`src/rtl/commit_pkg.sv`:
```
// Shared widths and the commit state type for the commit unit and its write-back slots.
package commit_pkg;
  localparam int DATA_W = 16;
  localparam int AREG_W = 3;
  localparam int TAG_W  = 6;

  typedef enum logic {
    RUN    = 1'b0,
    HALTED = 1'b1
  } commit_state_t;
endpackage

```
`src/rtl/commit_wb_slot.sv`:
```
// One registered register-file write port plus its busy-clear request.
// suppress drops the write and the clear, which is how same-destination collapse works.
module commit_wb_slot
  import commit_pkg::*;
(
  input  logic              clk,
  input  logic              rst,
  input  logic              retire,
  input  logic              wb,
  input  logic              suppress,
  input  logic [AREG_W-1:0] rd,
  input  logic [DATA_W-1:0] value,
  input  logic [TAG_W-1:0]  tag,
  output logic              wen,
  output logic [AREG_W-1:0] waddr,
  output logic [DATA_W-1:0] wdata,
  output logic              clr_en,
  output logic [AREG_W-1:0] clr_rd,
  output logic [TAG_W-1:0]  clr_tag
);

  logic fire;
  assign fire = retire & wb & ~suppress;

  always_ff @(posedge clk) begin
    if (rst) begin
      wen     <= 1'b0;
      waddr   <= '0;
      wdata   <= '0;
      clr_en  <= 1'b0;
      clr_rd  <= '0;
      clr_tag <= '0;
    end else begin
      wen    <= fire;
      clr_en <= fire;
      // address/data/tag hold their last value while the port is idle
      if (fire) begin
        waddr   <= rd;
        wdata   <= value;
        clr_rd  <= rd;
        clr_tag <= tag;
      end
    end
  end

endmodule

```
`src/rtl/commit_unit.sv`:
```
// Dual-wide in-order commit from the ROB head; registered RF writes and busy clears.
// Optional retired-entry counter is built when COMMIT_STATS_EN is defined.
//
//   state  | meaning
//   RUN    | retiring up to two ready head entries per cycle
//   HALTED | a halt entry has retired; nothing retires until rst
module commit_unit
  import commit_pkg::*;
(
  input  logic              clk,
  input  logic              rst,
  input  logic              h0_valid,
  input  logic              h0_ready,
  input  logic              h0_wb,
  input  logic              h0_halt,
  input  logic [AREG_W-1:0] h0_rd,
  input  logic [DATA_W-1:0] h0_value,
  input  logic [TAG_W-1:0]  h0_tag,
  input  logic              h1_valid,
  input  logic              h1_ready,
  input  logic              h1_wb,
  input  logic              h1_halt,
  input  logic [AREG_W-1:0] h1_rd,
  input  logic [DATA_W-1:0] h1_value,
  input  logic [TAG_W-1:0]  h1_tag,
  output logic [1:0]        retire_cnt,
  output logic              wen0,
  output logic [AREG_W-1:0] waddr0,
  output logic [DATA_W-1:0] wdata0,
  output logic              wen1,
  output logic [AREG_W-1:0] waddr1,
  output logic [DATA_W-1:0] wdata1,
  output logic              clr0_en,
  output logic [AREG_W-1:0] clr0_rd,
  output logic [TAG_W-1:0]  clr0_tag,
  output logic              clr1_en,
  output logic [AREG_W-1:0] clr1_rd,
  output logic [TAG_W-1:0]  clr1_tag,
  output logic              halted,
  output logic [31:0]       retired_total
);

  commit_state_t state, state_nxt;
  logic ret0, ret1, collapse;

  always_ff @(posedge clk) begin
    if (rst) state <= RUN;
    else     state <= state_nxt;
  end

  always_comb begin
    state_nxt  = state;
    ret0       = 1'b0;
    ret1       = 1'b0;
    collapse   = 1'b0;
    retire_cnt = 2'd0;
    if (state == RUN && !rst) begin
      ret0 = h0_valid & h0_ready;
      ret1 = ret0 & ~h0_halt & h1_valid & h1_ready;
      // only the younger value reaches a shared destination
      collapse   = ret0 & ret1 & h0_wb & h1_wb & (h0_rd == h1_rd);
      retire_cnt = {1'b0, ret0} + {1'b0, ret1};
      if ((ret0 & h0_halt) | (ret1 & h1_halt)) state_nxt = HALTED;
    end
  end

  assign halted = (state == HALTED);

  commit_wb_slot u_slot0 (
    .clk     (clk),
    .rst     (rst),
    .retire  (ret0),
    .wb      (h0_wb),
    .suppress(collapse),
    .rd      (h0_rd),
    .value   (h0_value),
    .tag     (h0_tag),
    .wen     (wen0),
    .waddr   (waddr0),
    .wdata   (wdata0),
    .clr_en  (clr0_en),
    .clr_rd  (clr0_rd),
    .clr_tag (clr0_tag)
  );

  commit_wb_slot u_slot1 (
    .clk     (clk),
    .rst     (rst),
    .retire  (ret1),
    .wb      (h1_wb),
    .suppress(1'b0),
    .rd      (h1_rd),
    .value   (h1_value),
    .tag     (h1_tag),
    .wen     (wen1),
    .waddr   (waddr1),
    .wdata   (wdata1),
    .clr_en  (clr1_en),
    .clr_rd  (clr1_rd),
    .clr_tag (clr1_tag)
  );

`ifdef COMMIT_STATS_EN
  always_ff @(posedge clk) begin
    if (rst) retired_total <= '0;
    else     retired_total <= retired_total + {30'd0, retire_cnt};
  end
`else
  assign retired_total = '0;
`endif

endmodule

```
`config.mk`:
```
export PLATFORM = sky130hd
export DESIGN_NAME = commit_unit
export DESIGN_NICKNAME = d
export VERILOG_FILES = /design/src/rtl/commit_pkg.sv /design/src/rtl/commit_wb_slot.sv /design/src/rtl/commit_unit.sv
export SDC_FILE = /design/constraint.sdc
export NUM_CORES = 1
export LEC_CHECK = 0
export CORE_ASPECT_RATIO = 1.25
export CORE_UTILIZATION = 35
export CTS_BUF_LIST = sky130_fd_sc_hd__clkbuf_2
export DETAILED_ROUTE_END_ITERATION = 7
export DONT_BUFFER_PORTS = 1
export PLACE_DENSITY = 0.52
export SLEW_MARGIN = 10
export SYNTH_ARGS = -nofsm -noshare
export SYNTH_HDL_FRONTEND = slang
export SYNTH_SLANG_ARGS = --single-unit
export TNS_END_PERCENT = 50
```
`constraint.sdc`:
```
create_clock -name clk -period 2.9 [get_ports clk]
set_input_delay 0.435 -clock clk [delete_from_list [all_inputs] [get_ports clk]]
set_output_delay 0.435 -clock clk [all_outputs]
set_load 0.02 [all_outputs]
```
# Word level (Yosys, flattened, before mapping)
# Cells that the tools add are included.
# totals
regBits,53
output_inout_bits,95
word_cells,35
# classes
addsub,1
n_eq_ne,1
n_mux,4
bitwise_logic,17
n_reduce_logical,3
# op_table
op,count
$and A1 B1 Y1,13
$eq A3 B3 Y1,1
$mux W1,3
$not A1 Y1,3
$add A1 B1 Y2,1
$mux W2,1
$reduce_and A2 Y1,1
$logic_and A1 B1 Y1,1
$logic_not A1 Y1,1
$or A1 B1 Y1,1

# Longest topological paths before layout
# Gate-level depths: netlist (run 1).
# depth
word_depth,11
depth_mapped,9

# Hierarchy
# Synthesis (run 1) repeated with hierarchy kept, for this count alone.
# unflattened
cells_unflattened,283
area_unflattened_um2,2797.7
# modules_own_cells
mod,n_inst,cells_per_inst,area_each_um2
commit_wb_slot,2,115,1198.6
commit_unit,1,53,400.4

# Least setup slack after synthesis (run 1)
# No wires, ideal clock.
# synth_timing
path_kind,input to register
start,input port h0_valid
end,register u_slot0.clr_tag[5]
setup_ps,143
arrival_ps,1884
path_slack_ps,872
stages,9
cell_sequence,nand4_1 > nor2_1 > ha_1 > nand3_1 > or4_1 > buf_6 > buf_12 > nand3_2 > a21oi_2
# synth_between
elab_chain_cells,11
# synth_lines
item,line_no,rtl
"start, declared",commit_unit.sv:12,"input logic h0_valid,"
$and A1 B1 Y1 (*),commit_unit.sv:58,ret0 = h0_valid & h0_ready;
$and A1 B1 Y1 (3 in a row),commit_unit.sv:59,ret1 = ret0 & ~h0_halt & h1_valid & h1_ready;
$and A1 B1 Y1 (4 in a row),commit_unit.sv:61,collapse = ret0 & ret1 & h0_wb & h1_wb & (h0_rd == h1_rd);
$mux W1,commit_unit.sv:57,if (state == RUN && !rst) begin
$not A1 Y1,commit_wb_slot.sv:23,assign fire = retire & wb & ~suppress;
$and A1 B1 Y1 (*),commit_wb_slot.sv:23,
"end signal, assigned",commit_wb_slot.sv:41,clr_tag <= tag;
"end, declared",commit_wb_slot.sv:19,output logic [TAG_W-1:0] clr_tag
# Mark *: on every way between the ends. The rest lies on a longest branch, timed or not.
# A chain may end at the register's enable or synchronous reset.

# Worst setup path after layout (run 1)
# layout_timing
start,"register state, in the netlist halted"
end,output port retire_cnt[1]
# layout_between
elab_chain_cells,3
# layout_lines
item,line_no,rtl
"start, declared",commit_unit.sv:43,"commit_state_t state, state_nxt;"
"start signal, assigned",commit_unit.sv:48,else state <= state_nxt;
$not A1 Y1,commit_unit.sv:57,
$logic_and A1 B1 Y1,commit_unit.sv:57,
$mux W2,commit_unit.sv:57,
"end, declared",commit_unit.sv:26,"output logic [1:0] retire_cnt,"
# Every way passes these cells.

==> impl_metrics.sql, run 1 <==
INSERT INTO impl_metrics (metric_group, metric, value, unit) VALUES
('setup_path', 'path_buf_inv', '0', ''),
('final_layout', 'syn_to_final_growth', '-3.30', '%'),
('die', 'die_width', '78.8', 'um'),
('global_route', 'globalRouteMet3Util', '0.0673', ''),
('setup_path', 'worst_ep_arrival_time', '1480', 'ps'),
('run', 'drv_cap', '0', ''),
('logic_synthesis', 'synth_warnings', '0', ''),
('sta', 'achievable-frequency', '521', 'MHz'),
('logic_synthesis', 'synth-adder-area-share', '0.00485', ''),
('setup_path', 'critical_path_end_type', 'output port', ''),
('route', 'antenna_left', '0', ''),
('logic_synthesis', 'ys_ff_latch', '53', ''),
('global_route', 'globalRouteMet1Util', '0.147', ''),
('setup_path', 'cp.depth', '2', ''),
('logic_synthesis', 'syn_avg_cell_area', '9.08', 'sq um'),
('sta', 'unrepaired_setup_endpoints_after_global_routing', 'false', ''),
('setup_path', 'crit_family', 'simple AND/OR/NAND/NOR gates', ''),
('cts', 'clock_tree.buffer_depth', '2', ''),
('logic_synthesis', 'post_synth_instance_area', '2580', 'sq um'),
('logic_synthesis', 'synth-compound-area-share', '0.178', ''),
('logic_synthesis', 'netlist_instances', '284', ''),
('cts', 'tritoncts_num_sinks', '53', ''),
('setup_path', 'critical_path.cell_chain', 'nor2_1 -> and2_1', ''),
('global_route', 'grt_pass1_wl', '8.34', 'mm'),
('setup_path', 'start_kind', 'flop', ''),
('final_layout', 'layout.nets', '332', ''),
('sta', 'worst_pin_slew', '1010', 'ps'),
('power_and_ir_drop', 'cellPowerDensity', '459', 'nW/um^2'),
('global_route', 'grt_max_degree', '52', ''),
('route', 'routed_wl', '5.51', 'mm'),
('sta', 'timing.hold.ws', '86.8', 'ps'),
('setup_path', 'critical_path.max_stage_delay', '450', 'ps'),
('route', 'routed-via-count', '1716', ''),
('logic_synthesis', 'proportion_of_synthesized_chip_area_in_sequential_cells', '0.411', ''),
('final_layout', 'final_core_util', '0.353', ''),
('route', 'drc_errors', '0', ''),
('sta', 'finalSetupTns', '0', 'ps'),
('placed_design', 'hpwlAfterDp', '3.52', 'mm'),
('logic_synthesis', 'synthMuxAreaShare', '0', ''),
('placed_design', 'port_buffers', '0', ''),
('logic_synthesis', 'synth_area_leaders', 'sky130_fd_sc_hd__dfxtp_1 41%, sky130_fd_sc_hd__buf_4 12%, sky130_fd_sc_hd__nand3_2 7.8%, sky130_fd_sc_hd__a21oi_2 6.8%, sky130_fd_sc_hd__nand2b_1 6.1%', ''),
('hold_path', 'timing.hold.worst_path_depth', '2', ''),
('setup_path', 'slowest_stage', 'sky130_fd_sc_hd__dfxtp_1', ''),
('die', 'core', '7060', 'sq um'),
('logic_synthesis', 'synth_enable_flop_cells', '0', ''),
('logic_synthesis', 'yosys.area_share.simple', '0.223', ''),
('sta', 'finalWorstPathRequiredPeriod', '1920', 'ps'),
('logic_synthesis', 'combinational_family_with_the_most_area_after_synthesis', 'simple AND/OR/NAND/NOR gates', ''),
('placed_design', 'placed_cells', '350', ''),
('cts', 'clockRootBuffer', 'sky130_fd_sc_hd__clkbuf_2', ''),
('power_and_ir_drop', 'leakagePower', '0.000812', 'uW'),
('logic_synthesis', 'post_synth_most_frequent_cells', '53 x sky130_fd_sc_hd__dfxtp_1, 40 x sky130_fd_sc_hd__buf_4, 30 x sky130_fd_sc_hd__o21ai_0, 25 x sky130_fd_sc_hd__nand2_1, 25 x sky130_fd_sc_hd__nand2b_1', ''),
('global_route', 'gr-max-usage-layer', 'met2', ''),
('sta', 'max_slew_margin', '0.325', ''),
('status', 'run_status', 'finished clean', ''),
('setup_path', 'critPathRequiredTime', '2470', 'ps'),
('die', 'boundaryPins', '155', ''),
('placed_design', 'globalplace.congestion', '0.662', ''),
('sta', 'final_max_slew_viol_count', '0', ''),
('logic_synthesis', 'postSynth.topFlopCell', 'sky130_fd_sc_hd__dfxtp_1', ''),
('setup_path', 'reg2reg_depth', '4', ''),
('logic_synthesis', 'postSynth.asyncResetShare', '0', ''),
('logic_synthesis', 'synth_top_area_frac', '0.411', ''),
('setup_path', 'timing_worst_setup_path_type', 'reg2out', ''),
('sta', 'finalHoldViolCount', '0', ''),
('final_layout', 'drive_above_1_share', '0.195', ''),
('final_layout', 'final_cell_count_no_fill', '362', ''),
('global_route', 'global_route.usage.met2', '0.243', ''),
('route', 'wl_per_cell', '15.2', 'um'),
('global_route', 'grt_antenna_before_repair', '0', ''),
('die', 'die_area', '7720', 'sq um');
-- per-layer routing --
layer / wire [um] / part of all wire / vias up
met5: 0 / 0 / -
met1: 2160 / 0.39 / 770
met2: 2650 / 0.48 / 91
met4: 55 / 0.010 / 0
li1: - / - / 849
met3: 648 / 0.12 / 6
-- cell type report --
type | count | area (sq um)
Fill cell | 749 | 4570
Multi-Input combinational cell | 201 | 1200
Sequential cell | 53 | 1060
Tap cell | 90 | 113
Timing Repair Buffer | 9 | 77.6
Clock buffer | 5 | 25.0
Clock inverter | 3 | 12.5
Inverter | 1 | 3.75
-- cell families (layout without fill, tap and decap cells) --
family / count (synthesis) / in the layout
fa+ha+maj: 1 / 1
buf+inv: 61 / 18
flops: 53 / 53
compound gates: 76 / 76
simple gates: 89 / 89
other cells: 1 / 32
xor+xnor: 3 / 3
-- placed cells by master, fill, tap and decap left out --
master                          count
sky130_fd_sc_hd__conb_1            32
sky130_fd_sc_hd__nand3_2           20
sky130_fd_sc_hd__ha_1               1
sky130_fd_sc_hd__o21ai_1           20
sky130_fd_sc_hd__clkbuf_2           5
sky130_fd_sc_hd__nand2b_1          25
sky130_fd_sc_hd__o21ai_0           30
sky130_fd_sc_hd__nand2_1           25
sky130_fd_sc_hd__a221oi_1           1
sky130_fd_sc_hd__and2_1             3
sky130_fd_sc_hd__inv_1              1
sky130_fd_sc_hd__buf_4              5
sky130_fd_sc_hd__clkinv_2           1
sky130_fd_sc_hd__dlygate4sd3_1      4
sky130_fd_sc_hd__clkinv_1           2
sky130_fd_sc_hd__xor2_1             3
sky130_fd_sc_hd__a21oi_1            5
sky130_fd_sc_hd__a21oi_2           20
sky130_fd_sc_hd__nor4_4             1
sky130_fd_sc_hd__or4_1              1
sky130_fd_sc_hd__nand3_1            7
sky130_fd_sc_hd__and3_1             1
sky130_fd_sc_hd__nor2_1             4
sky130_fd_sc_hd__nand4_1            1
sky130_fd_sc_hd__nor4b_4            1
sky130_fd_sc_hd__dfxtp_1           53
-- final timing paths --
kind | start | to | slack [ps]
max reg2reg | halted | u_slot1.wdata[12] | 1250
min reg2reg | u_slot1.clr_tag[3] | u_slot1.clr_tag[3] | 590
max | halted | retire_cnt[1] | 980
min | h0_value[11] | u_slot0.wdata[11] | 90
-- what timing repair did --
item,in CTS,in global routing
hold buffers,3,1
setup endpoints to repair,0,0
resized for setup,0,0
hold endpoints to repair,16,3
-- registers in the layout, summed over array words and instances (netlist names) --
name	flops
u_slot1.wdata	16
u_slot1.clr_tag	6
u_slot1.clr_en	1
u_slot0.wdata	16
u_slot0.clr_tag	6
u_slot0.waddr	3
u_slot0.wen	1
halted	1
u_slot1.clr_rd	3
-- power breakdown --
group	internal, uW	switching, uW
combinational	25.5	73.0
sequential	742	22.5
clock	53.0	228
-- stage by stage --
step	total power, uW	instance area [sq um]	setup WS [ps]
after floorplan	897	2700	872
after global placement	862	2420	722
after detailed placement	863	2420	692
after CTS	1170	2480	937
after global routing	1200	2490	868
final	1140	2490	982
Power figures use the tool's default switching activity.
==> run 2: changes to the inputs <==
--- a/config.mk
+++ b/config.mk
@@ -5,12 +5,13 @@
 export SDC_FILE = /design/constraint.sdc
 export NUM_CORES = 1
 export LEC_CHECK = 0
+export ABC_AREA = 1
 export CORE_ASPECT_RATIO = 1.25
 export CORE_UTILIZATION = 35
 export CTS_BUF_LIST = sky130_fd_sc_hd__clkbuf_2
 export DETAILED_ROUTE_END_ITERATION = 7
 export DONT_BUFFER_PORTS = 1
-export PLACE_DENSITY = 0.52
+export PLACE_DENSITY = 0.54
 export SLEW_MARGIN = 10
 export SYNTH_ARGS = -nofsm -noshare
 export SYNTH_HDL_FRONTEND = slang
==> constraint.sdc (replaced) <==
create_clock -name clk -period 1.7 [get_ports clk]
set_input_delay 0.255 -clock clk [delete_from_list [all_inputs] [get_ports clk]]
set_output_delay 0.255 -clock clk [all_outputs]
set_load 0.02 [all_outputs]
==> run 2 against run 1 <==
Final cell count is 32% higher; clock-buffer cell count is 1 higher; register-to-register slack worse by 870 ps; critical path type unchanged; critical endpoint unchanged; die area is 1.7% lower.
==> impl_metrics.sql, run 2 <==
INSERT INTO impl_metrics (metric_group, metric, value, unit) VALUES
('final_layout', 'drive_above_1_share', '0.0722', ''),
('placed_design', 'port_buffers', '0', ''),
('die', 'num_rows', '34', ''),
('power_and_ir_drop', 'leakagePower', '0.00144', 'uW'),
('sta', 'final_max_slew_viol_count', '0', ''),
('sta', 'finalWorstPathRequiredPeriod', '1520', 'ps'),
('setup_path', 'critPathRequiredTime', '1440', 'ps'),
('global_route', 'track_usage', '0.154', ''),
('global_route', 'grt_max_degree', '52', ''),
('sta', 'achievable-frequency', '657', 'MHz'),
('cts', 'clock_tree.buffer_depth', '2', ''),
('cts', 'htreeDepth', '2', ''),
('cts', 'cts-buffers-inserted', '5', ''),
('final_layout', 'layout.nets', '448', ''),
('sta', 'finalHoldViolCount', '0', ''),
('global_route', 'grt_remaining_overflow', '0', ''),
('logic_synthesis', 'post_synth_instance_area', '2530', 'sq um'),
('global_route', 'grt_pass1_vias', '1992', ''),
('final_layout', 'mostFrequentLayoutCells', '81 x sky130_fd_sc_hd__nand2_1, 52 x sky130_fd_sc_hd__nand3_1, 52 x sky130_fd_sc_hd__dfxtp_1, 51 x sky130_fd_sc_hd__dlygate4sd3_1', ''),
('die', 'core', '6980', 'sq um'),
('die', 'dieHeight', '97.2', 'um'),
('logic_synthesis', 'netlist_instances', '352', ''),
('placed_design', 'hpwlAfterDp', '3.53', 'mm'),
('sta', 'worst_setup_slack_after_layout', '177', 'ps'),
('logic_synthesis', 'synth_enable_flop_cells', '0', ''),
('die', 'die_width', '78.1', 'um'),
('cts', 'clockRootBuffer', 'sky130_fd_sc_hd__clkbuf_2', ''),
('die', 'initial_utilization', '0.363', ''),
('logic_synthesis', 'postSynth.asyncResetShare', '0', ''),
('die', 'die_area', '7590', 'sq um'),
('logic_synthesis', 'postSynth.topFlopCell', 'sky130_fd_sc_hd__dfxtp_1', ''),
('logic_synthesis', 'synth_warnings', '0', ''),
('setup_path', 'timing_worst_setup_path_type', 'reg2out', ''),
('setup_path', 'critical_path.max_fanout', '4', ''),
('die', 'boundaryPins', '155', ''),
('sta', 'unrepaired_setup_endpoints_after_global_routing', 'false', ''),
('logic_synthesis', 'syn_avg_cell_area', '7.20', 'sq um'),
('route', 'drt_iter0_drc', '116', ''),
('run', 'drv_cap', '0', ''),
('logic_synthesis', 'ys_types', '21', ''),
('logic_synthesis', 'yosys.area.top_type', 'sky130_fd_sc_hd__dfxtp_1', ''),
('route', 'routed_wl', '5.89', 'mm'),
('route', 'drc_errors', '0', ''),
('logic_synthesis', 'synth_top_area_frac', '0.419', ''),
('final_layout', 'syn_to_final_growth', '17.5', '%'),
('route', 'detail_route.vias_per_cell', '4.58', ''),
('power_and_ir_drop', 'cellPowerDensity', '765', 'nW/um^2'),
('logic_synthesis', 'proportion_of_synthesized_chip_area_in_sequential_cells', '0.419', ''),
('sta', 'max_slew_margin', '0.632', ''),
('logic_synthesis', 'post_synth_most_frequent_cells', '81 x sky130_fd_sc_hd__nand2_1, 53 x sky130_fd_sc_hd__dfxtp_1, 52 x sky130_fd_sc_hd__nand3_1, 42 x sky130_fd_sc_hd__buf_4, 32 x sky130_fd_sc_hd__inv_1', ''),
('final_layout', 'num_antenna_cells', '0', ''),
('logic_synthesis', 'cell_with_the_most_instances_after_synthesis', 'sky130_fd_sc_hd__nand2_1', ''),
('hold_path', 'holdCritPathClass', 'in2reg', ''),
('sta', 'layout_worst_path_cycle_share', '0.896', ''),
('cts', 'clk-insertion-delay-late', '420', 'ps'),
('status', 'run_status', 'finished clean', ''),
('global_route', 'grt_antenna_before_repair', '0', ''),
('setup_path', 'critical_path_end_type', 'output port', ''),
('cts', 'clock_transition_at_the_registers_of_the_reported_paths', '280', 'ps'),
('placed_design', 'pre_cts_ws', '115', 'ps'),
('cts', 'tritoncts_num_sinks', '53', ''),
('power_and_ir_drop', 'vdd_ir_drop_max', '292', 'uV'),
('logic_synthesis', 'ys_ff_latch', '53', ''),
('final_layout', 'final_common_cell', 'sky130_fd_sc_hd__nand2_1', ''),
('setup_path', 'start_kind', 'flop', ''),
('route', 'dr.pass1.iters', '4', ''),
('sta', 'timing.clock.skew', '27.6', 'ps'),
('sta', 'finalSetupTns', '0', 'ps'),
('placed_design', 'globalplace.congestion', '0.740', ''),
('route', 'antenna_left', '0', ''),
('logic_synthesis', 'synth_area_leaders', 'sky130_fd_sc_hd__dfxtp_1 42%, sky130_fd_sc_hd__buf_4 12%, sky130_fd_sc_hd__nand2_1 12%, sky130_fd_sc_hd__nand3_1 10%, sky130_fd_sc_hd__a21oi_1 4.9%', ''),
('setup_path', 'worst_ep_arrival_time', '1270', 'ps'),
('power_and_ir_drop', 'total_power', '2280', 'uW'),
('route', 'routed-via-count', '2187', ''),
('global_route', 'grt_pass1_wl', '9.32', 'mm'),
('route', 'wl_per_cell', '12.3', 'um'),
('final_layout', 'reg.largest.list', 'u_slot0.wdata (16), u_slot1.wdata (16)', ''),
('sta', 'final-setup-viol-count', '0', ''),
('cts', 'cts_tree', 'done', ''),
('sta', 'worst_pin_slew', '552', 'ps');
==> run 2: cell families (layout without fill, tap and decap cells) <==
group,Yosys count,count (layout),synth area share
other,1,32,0.00148
and+or+nand+nor,169,169,0.286
AOI/OAI and AO/OA,30,30,0.0607
buffers and inverters,98,103,0.229
adders and majority gates,1,1,0.00494
DFF,53,53,0.419
==> run 2: final timing paths <==
kind                             to  depth (start not counted)             start  slack [ps]
setup / recovery      retire_cnt[1]                          4            halted         180
hold / removal     u_slot0.waddr[1]                          4          h0_rd[1]          80
setup reg to reg  u_slot1.wdata[15]                          7            halted         380
hold reg to reg    u_slot1.wdata[9]                          2  u_slot1.wdata[9]         580
==> run 2: final cells by class <==
cell class / instances / area (sq um)
well taps: 90 / 113
flip-flops and latches: 53 / 1060
repair buffers: 57 / 581
inverters: 38 / 143
clock buffers: 6 / 30.0
fillers: 709 / 4000
multi-input cells: 232 / 1010
clock inverters: 2 / 38.8
==> run 2: critical path, stage by stage, from the launching register on <==
cell	delay, ps
sky130_fd_sc_hd__dfxtp_2	430
sky130_fd_sc_hd__inv_2	70
sky130_fd_sc_hd__nand2_2	80
sky130_fd_sc_hd__nor2_1	110
sky130_fd_sc_hd__buf_4	150
==> run 2: timing repair <==
action	in CTS	in global routing
setup buffers	0	0
hold buffers	51	0
endpoints found under the hold margin	50	0
gates resized for setup	0	1
endpoints found under the setup margin	0	2
==> run 2: metal layers <==
metal	global-route usage	wire, um	vias to the layer above
li1	-	-	1088
met1	0.175	2400	998
met2	0.272	2980	101
met3	0.0526	509	0
met4	0.0385	0	0
met5	0	0	-
==> run 2: metrics by stage <==
stage                     hold slack [ps]  utilization  cell area (sq um)  instances
final                                82.2        0.427               2980        478
after global routing                 50.2        0.427               2980        478
after CTS                            36.8        0.427               2980        478
after detailed placement              330        0.344               2400        419
after global placement                327        0.344               2400        419
after floorplan                       324            -               2650        383
==> run 2: where the power goes <==
part / switching, uW / internal [uW] / total, uW
Combinational: 166 / 125 / 291
Clock: 398 / 258 / 656
Sequential: 56.4 / 1270 / 1330
